==> config.mk <==
export PLATFORM = sky130hd
export DESIGN_NAME = pipe_hazard_ctrl
export DESIGN_NICKNAME = d
export VERILOG_FILES = /design/src/rtl/cpu_pkg.sv /design/src/rtl/sat_counter.sv /design/src/rtl/pipe_hazard_ctrl.sv
export SDC_FILE = /design/constraint.sdc
export NUM_CORES = 1
export LEC_CHECK = 0
export ABC_CLOCK_PERIOD_IN_PS = 2400
export CAP_MARGIN = 0
export CORE_MARGIN = 2
export CORE_UTILIZATION = 46
export CTS_CLUSTER_SIZE = 24
export DETAILED_ROUTE_END_ITERATION = 8
export HOLD_SLACK_MARGIN = 0.12
export PLACE_DENSITY = 0.79
export SETUP_SLACK_MARGIN = 0.2
export SLEW_MARGIN = 0
export SYNTH_ARGS = -nofsm -noshare
export SYNTH_HDL_FRONTEND = slang
export SYNTH_SLANG_ARGS = --single-unit
==> constraint.sdc <==
create_clock -name Clk -period 2.4 [get_ports Clk]
set_clock_uncertainty 0.1 [all_clocks]
set_input_delay 0.48 -clock Clk [delete_from_list [all_inputs] [get_ports Clk]]
set_output_delay 0.48 -clock Clk [all_outputs]
set_load 0.02 [all_outputs]
==> src/rtl/cpu_pkg.sv <==
// Shared definitions for the 5-stage CPU pipeline control.
package cpu_pkg;
    typedef enum logic [1:0] {
        RUN   = 2'd0,
        STALL = 2'd1,
        HALT  = 2'd2
    } hz_state_e;

    localparam logic [4:0] REG_ZERO = 5'd0;
endpackage

==> src/rtl/sat_counter.sv <==
// Event counter that sticks at all-ones instead of wrapping.
module sat_counter #(
    parameter int CW = 16
) (
    input  logic          Clk,
    input  logic          Clrn,
    input  logic          Inc,
    output logic [CW-1:0] Q
);
    logic [CW-1:0] cnt_q;

    always_ff @(posedge Clk or negedge Clrn) begin
        if (!Clrn)
            cnt_q <= '0;
        else if (Inc && (cnt_q != '1))
            cnt_q <= cnt_q + 1'b1;
    end

    assign Q = cnt_q;
endmodule

==> src/rtl/pipe_hazard_ctrl.sv <==
// Pipeline sequencing: load-use stalls, MEM-stage redirects and halt/resume,
// driving PC/IF enables and the pipeline-register flushes directly.
module pipe_hazard_ctrl
    import cpu_pkg::*;
#(
    parameter int LU_STALL = 1,
    parameter int CW       = 16
) (
    input  logic          Clk,
    input  logic          Clrn,
    input  logic [4:0]    ID_Rs,
    input  logic [4:0]    ID_Rt,
    input  logic          ID_UsesRt,
    input  logic          ID_Halt,
    input  logic          EX_MemRead,
    input  logic [4:0]    EX_Rt,
    input  logic          MEM_PCSrc,
    input  logic          Resume,
    output logic          PC_En,
    output logic          IFID_En,
    output logic          IFID_Flush,
    output logic          IDEX_Flush,
    output logic          EXMEM_Flush,
    output logic          Halted,
    output logic [CW-1:0] Stall_Cnt,
    output logic [CW-1:0] Flush_Cnt
);
    localparam logic [1:0] REM_INIT = 2'(LU_STALL - 1);

    hz_state_e  state_q, state_d;
    logic [1:0] rem_q, rem_d;
    logic       lu, redir, hold;
    logic       stall_inc, flush_inc;

    assign lu = EX_MemRead && (EX_Rt != REG_ZERO) &&
                ((EX_Rt == ID_Rs) || (ID_UsesRt && (EX_Rt == ID_Rt)));

    always_ff @(posedge Clk or negedge Clrn) begin
        if (!Clrn) begin
            state_q <= RUN;
            rem_q   <= 2'd0;
        end else begin
            state_q <= state_d;
            rem_q   <= rem_d;
        end
    end

    // redir: flush all three registers and let the target load.
    // hold: freeze PC and IF/ID, inject a bubble into ID/EX.
    always_comb begin
        state_d   = state_q;
        rem_d     = rem_q;
        redir     = 1'b0;
        hold      = 1'b0;
        stall_inc = 1'b0;
        case (state_q)
            RUN: begin
                if (MEM_PCSrc) begin
                    redir = 1'b1;
                end else if (lu) begin
                    hold      = 1'b1;
                    stall_inc = 1'b1;
                    if (LU_STALL > 1) begin
                        state_d = STALL;
                        rem_d   = REM_INIT;
                    end
                end else if (ID_Halt) begin
                    hold    = 1'b1;
                    state_d = HALT;
                end
            end
            STALL: begin
                if (MEM_PCSrc) begin
                    redir   = 1'b1;
                    state_d = RUN;
                    rem_d   = 2'd0;
                end else begin
                    hold      = 1'b1;
                    stall_inc = 1'b1;
                    rem_d     = rem_q - 2'd1;
                    if (rem_q <= 2'd1)
                        state_d = RUN;
                end
            end
            HALT: begin
                if (MEM_PCSrc) begin
                    redir   = 1'b1;
                    state_d = RUN;
                end else begin
                    hold = 1'b1;
                    if (Resume)
                        state_d = RUN;
                end
            end
            default: state_d = RUN;
        endcase
    end

    assign flush_inc = redir;

    // Reset overrides everything so the pipeline registers fill with bubbles.
    assign PC_En       = Clrn & ~hold;
    assign IFID_En     = Clrn & ~hold;
    assign IFID_Flush  = ~Clrn | redir;
    assign IDEX_Flush  = ~Clrn | redir | hold;
    assign EXMEM_Flush = ~Clrn | redir;
    assign Halted      = Clrn & (state_q == HALT);

    sat_counter #(.CW(CW)) u_stall_cnt (
        .Clk  (Clk),
        .Clrn (Clrn),
        .Inc  (stall_inc),
        .Q    (Stall_Cnt)
    );

    sat_counter #(.CW(CW)) u_flush_cnt (
        .Clk  (Clk),
        .Clrn (Clrn),
        .Inc  (flush_inc),
        .Q    (Flush_Cnt)
    );
endmodule
Word level (Yosys, flattened, before mapping):

Index checks and enable logic that the tools add are counted.

* bits of input ports: 22
* flip-flop bits (word level): 36
* output and inout port bits: 38

* eq/ne operators: 11
* add/sub/neg operators: 3
* reduce and logical (&&, ||, !) cells: 11
* bitwise logic cells: 6
* magnitude comparators: 1
* mux-type cells: 19

Operators with widths (count)
* adder 16 x 1 -> 16 bit, second input constant: 2
* inequality test 16 bit, second input constant: 2
* 2-to-1 mux 2 bit: 8
* equality test 5 bit: 2
* 2-to-1 mux 1 bit: 8
* inequality test 2 bit, second input constant: 3
* inequality test 3 bit, second input constant: 2
* case mux 2 bit (3 select lines): 1
* logical AND 1 bit: 5
* AND reduction 5 bit: 1
* nonzero test 5 bit: 1
* case mux 1 bit (2 select lines): 2
* OR reduction 3 bit: 1
* AND 1 bit: 2
* equality test 2 x 1 -> 1 bit, second input constant: 1
* equality test 2 bit, second input constant: 1
* less-or-equal comparator 2 x 1 -> 1 bit, second input constant: 1
* zero test 2 bit: 1
* NOT 1 bit: 2
* bitwise OR 1 bit: 2
* OR reduction 2 bit: 1
* subtractor 2 x 1 -> 2 bit, second input constant: 1
* logical OR 1 bit: 1

Depth between registers and ports, before layout:

* depth after elaboration: 9
* gate-level depth with buffers: 7

By module:

Synthesis repeated with hierarchy kept, for this count alone.

* cells, all modules: 175
* area total of the unflattened synthesis: 1969.4 um2

Modules (own cells, without submodules)
* sat_counter: area an instance 859.6 um2, cells an instance 72, times used 2
* pipe_hazard_ctrl: area an instance 250.2 um2, cells an instance 31, times used 1

Worst setup path after synthesis:

No wires, ideal clock.

* path type: input -> output
* start point: in EX_Rt[1]
* end point: out PC_En
* arrival: 2052 ps
* buffers on the path: 1
* stages: 5
* required time: 1820 ps
* path slack: -232 ps
* path through: nor4_1 -> nand2_1 -> a311o_1 -> a21boi_0 -> buf_4

* cells in the longest elaborated chain, start to end: 9
* elaborated cells on any way between the ends: 12
* classes of those cells: eq/ne: 2; mux: 3; bitwise: 2; reduce/logical: 5

RTL lines
* from (decl): line pipe_hazard_ctrl.sv:16 `input logic [4:0] EX_Rt,`
* equality test 5 bit: line pipe_hazard_ctrl.sv:36 `((EX_Rt == ID_Rs) || (ID_UsesRt && (EX_Rt == ID_Rt)));`
* logical AND 1 bit: line pipe_hazard_ctrl.sv:36
* logical OR 1 bit: line pipe_hazard_ctrl.sv:36
* logical AND 1 bit (*): line pipe_hazard_ctrl.sv:35 `assign lu = EX_MemRead && (EX_Rt != REG_ZERO) &&`
* 2-to-1 mux 1 bit (*): line pipe_hazard_ctrl.sv:60 `end else if (lu) begin`
* 2-to-1 mux 1 bit (*): line pipe_hazard_ctrl.sv:58 `if (MEM_PCSrc) begin`
* case mux 1 bit (2 select lines) (*): line pipe_hazard_ctrl.sv:56 `case (state_q)`
* NOT 1 bit (*)
* AND 1 bit (*)
* to (decl): line pipe_hazard_ctrl.sv:19 `output logic PC_En,`

Every way passes the cells marked *; elsewhere a longest branch is shown, timed or not.

Final worst setup path:

* start point: in EX_Rt[3]
* end point: out IDEX_Flush

* cells in the longest elaborated chain, start to end: 8
* elaborated cells on any way between the ends: 11
* classes of those cells: eq/ne: 2; mux: 3; bitwise: 1; reduce/logical: 5

RTL lines
* equality test 5 bit: line pipe_hazard_ctrl.sv:36
* logical AND 1 bit: line pipe_hazard_ctrl.sv:36
* logical OR 1 bit: line pipe_hazard_ctrl.sv:36
* logical AND 1 bit (*): line pipe_hazard_ctrl.sv:35
* 2-to-1 mux 1 bit (*): line pipe_hazard_ctrl.sv:60
* 2-to-1 mux 1 bit (*): line pipe_hazard_ctrl.sv:58
* case mux 1 bit (2 select lines) (*): line pipe_hazard_ctrl.sv:56
* bitwise OR 1 bit (*): line pipe_hazard_ctrl.sv:105 `assign IDEX_Flush = ~Clrn | redir | hold;`
* to (decl): line pipe_hazard_ctrl.sv:22 `output logic IDEX_Flush,`

Marked as above.

==> results.toml <==
[status]
status = "finished clean"

[finish]
layout.nets = 288
drive_gt1_share_pct = 24.6
regArea_sq_um = 826
multi_input_comb_area_sq_mm = 0.00108
area.growth.synth_to_final_pct = 47.8
layout_commonest_cell = "clkdlybuf4s50_1"
finalNonFillerCells = 314
final_cell_mix = "clkdlybuf4s50_1, dfrtp_1, xnor2_1, buf_4, nand4_1"
antenna_cells = 0
fillers = 295

[timing]
min_period_over_period_pct = 94.5
rsz0062_at_grt = "true"
post-route-min-period_ns = 2.27
fmaxAchievable_mhz = 441
hold_ws_ns = 0.178
finalHoldViolCount = 0
slew_headroom_pct = 71.8
setup-tns-final_ns = 0
tightest_slew_ns = 0.422
finalSetupViolCount = 0
maxSlewViolCount = 0
layout_setup_ws_ns = 0.133

[placement]
hpwl_um = 3460
post-place-ws_ns = -0.745
place_congestion = 0.800
placed_cells = 305
port_buffers = 59

[pwr]
total_power_uw = 1670
internal_power_uw = 1130
power_frac_seq_pct = 43.8
ir_worst_vdd_mv = 0.438
p_sw_uw = 544
p_clk_share_pct = 24.9
cellLeakagePower_uw = 0.00118
swShare_pct = 32.5
pwr-share-comb_pct = 31.3
power.density_mw_per_mm2 = 599

[floorplanning]
ioPinCount = 60
dieWidth_um = 68.1
core_area_sq_mm = 0.00397
die_y_um = 68.1
num_rows = 23
start_util_pct = 47.5
die_area_sq_mm = 0.00463

[clock_network]
cts_tree = "yes"
clock_latency_ns = 0.28
clock_sinks = 33
clkTransAtPathRegs_ns = 0.06
htree_levels = 2
cts_buffers = 5
clk_path_buf_depth = 2
ctsRootBufferMaster = "clkbuf_8"

[setup_path]
worstPathRequired_ns = 1.82
r2r_start = "u_flush_cnt.Q[0]"
end_kind = "primary output"
crit_fanout = 3
criticalPathCategory = "input port to primary output"
rrSetupSlack_ns = 0.41
arrival_ns = 1.69
rr_worst_depth = 5
startpoint_type = "input port"
r2r_end = "u_flush_cnt.Q[1]"

[synthesis]
synth_nets = 208
yosysWarningCount = 0
syn_avg_cell_area_sq_um = 10.3
synth.ff_latch_count = 33
synth_compound_area_share_pct = 6.69
synthCells = 184
synth_cell_types = 42
synthSimpleGateAreaFrac_pct = 27.4
seq_area_frac_synth_pct = 43.7
netlist_area_sq_mm = 0.00189
synth_xor_area_share_pct = 16.7
synth-adder-area-share_pct = 1.33
synth_top_family_by_area = "simple AND/OR/NAND/NOR gates"
synthMuxAreaShare_pct = 1.79

[global_route]
antenna_found_initial = 0
grt_pass1_vias = 1574
grt_pass1_wl_um = 7110
grt_start_max_net_pins = 21
grt.total_usage_pct = 20.6
grt_overflow = 0

[detailed_routing]
wire_per_inst_um = 14.7
met1Wirelength_um = 2030
drtPass1Iterations = 4
finalWirelength_um = 4610
drcViolationCount = 0
highest_layer = "met4"
via_per_inst = 5.35
drt_iter0_markers = 80
dr_wl_met3_um = 321
ant_nets = 0
dr_wl_met2_um = 2210
vias = 1680

[job]
cap_violations = 0

[worst_hold_path]
hp-class = "input port to async pin"
==> routing by layer <==
| layer | GRT usage (%) | up-vias |
|---|---|---|
| met5 | 0 | - |
| met1 | 28.5 | 797 |
| li1 | - | 822 |
| met2 | 31.9 | 52 |
| met3 | 4.77 | 9 |
| met4 | 6.50 | 0 |
==> worst max-delay path by stage <==
stage,start,end,slack [ns]
global route,EX_Rt[3],IDEX_Flush,0.06
CTS,EX_Rt[3],PC_En,0.11
global placement,EX_Rt[1],PC_En,-0.73
detailed placement,EX_Rt[1],PC_En,-0.75
finish,EX_Rt[3],IDEX_Flush,0.13
floorplan,ID_Rt[4],PC_En,0.20
==> cells in the mapped netlist <==
| cell type | instances | area [sq um] |
|---|---|---|
| nand4_1 | 16 | 100 |
| nor4_2 | 1 | 12.5 |
| ha_1 | 2 | 25.0 |
| nand3_2 | 2 | 20.0 |
| xnor2_1 | 30 | 263 |
| nor2b_1 | 1 | 6.26 |
| nor4_1 | 4 | 25.0 |
| a21boi_0 | 1 | 7.51 |
| nand4b_1 | 2 | 17.5 |
| a311o_1 | 1 | 10.0 |
| nor3_1 | 2 | 10.0 |
| a21oi_2 | 1 | 8.76 |
| dfrtp_1 | 33 | 826 |
| a41oi_1 | 1 | 8.76 |
| and2_1 | 3 | 18.8 |
| a31oi_1 | 2 | 12.5 |
| buf_2 | 3 | 15.0 |
| nand3_1 | 15 | 75.1 |
| or2_2 | 1 | 6.26 |
| mux2_2 | 2 | 22.5 |
| nor3b_1 | 1 | 7.51 |
| buf_4 | 2 | 15.0 |
| nor2_1 | 11 | 41.3 |
| a2111oi_4 | 1 | 27.5 |
| o21bai_1 | 1 | 7.51 |
| nand2_2 | 1 | 6.26 |
| nor4_4 | 1 | 21.3 |
| mux2_1 | 1 | 11.3 |
| xor2_1 | 6 | 52.6 |
| or2_1 | 1 | 6.26 |
| o22ai_2 | 1 | 12.5 |
| a21oi_1 | 1 | 5.00 |
| o21a_1 | 1 | 7.51 |
| nor4bb_1 | 1 | 10.0 |
| nor3b_2 | 1 | 12.5 |
| nand2b_1 | 2 | 12.5 |
| and3_1 | 4 | 25.0 |
| a21bo_2 | 1 | 10.0 |
| inv_1 | 4 | 15.0 |
| nand2_1 | 15 | 56.3 |
| a31o_2 | 1 | 8.76 |
| and4_1 | 3 | 26.3 |
==> logic make-up after synthesis <==
logic type               count (synthesis)
multiplexers                             3
XOR/XNOR                                36
AND/OR/NAND/NOR                         88
buffers and inverters                    9
flip-flops                              33
AO/OA/AOI/OAI                           13
adder cells (fa/ha/maj)                  2
==> registers in the layout, indices dropped and copies added (netlist names) <==
| signal | count |
|---|---|
| u_flush_cnt.Q | 16 |
| u_stall_cnt.Q | 16 |
| state_q | 1 |
==> worst max-delay path, stage by stage <==
cell     delay [ns]
buf_8          0.11
xnor2_2        0.12
nand4_1        0.12
o22ai_2        0.09
a311o_1        0.40
or2_1          0.23
buf_6          0.13
==> power by group through the flow <==
stage / combinational, uW / clock, uW / sequential [uW]
6_report: 524 / 416 / 732
5_1_grt: 563 / 452 / 745
4_1_cts: 523 / 426 / 731
3_5_place_dp: 516 / 0 / 740
3_3_place_gp: 507 / 0 / 738
2_1_floorplan: 174 / 0 / 811
==> timing repair <==
item	CTS	global route
resized for setup	102	4
pin swaps	19	2
endpoints found under the setup margin	6	5
buffers inserted	1	1
hold buffers	0	0
cloned	0	0
==> metrics by stage <==
| step | area (sq um) | utilization [%] |
|---|---|---|
| after detailed placement | 2660 | 66.9 |
| final | 2790 | 70.3 |
| after global routing | 2790 | 70.3 |
| after floorplan | 1910 | - |
| after global placement | 2660 | 66.9 |
| after CTS | 2780 | 69.9 |
==> cell type report <==
cell class | count | area share [%]
repair buffers | 78 | 25.8
clock buffers | 7 | 3.09
multi-input cells | 142 | 38.7
well taps | 50 | 2.24
flip-flops and latches | 33 | 29.6
inverters | 4 | 0.538
Power figures use the tool's default switching activity.
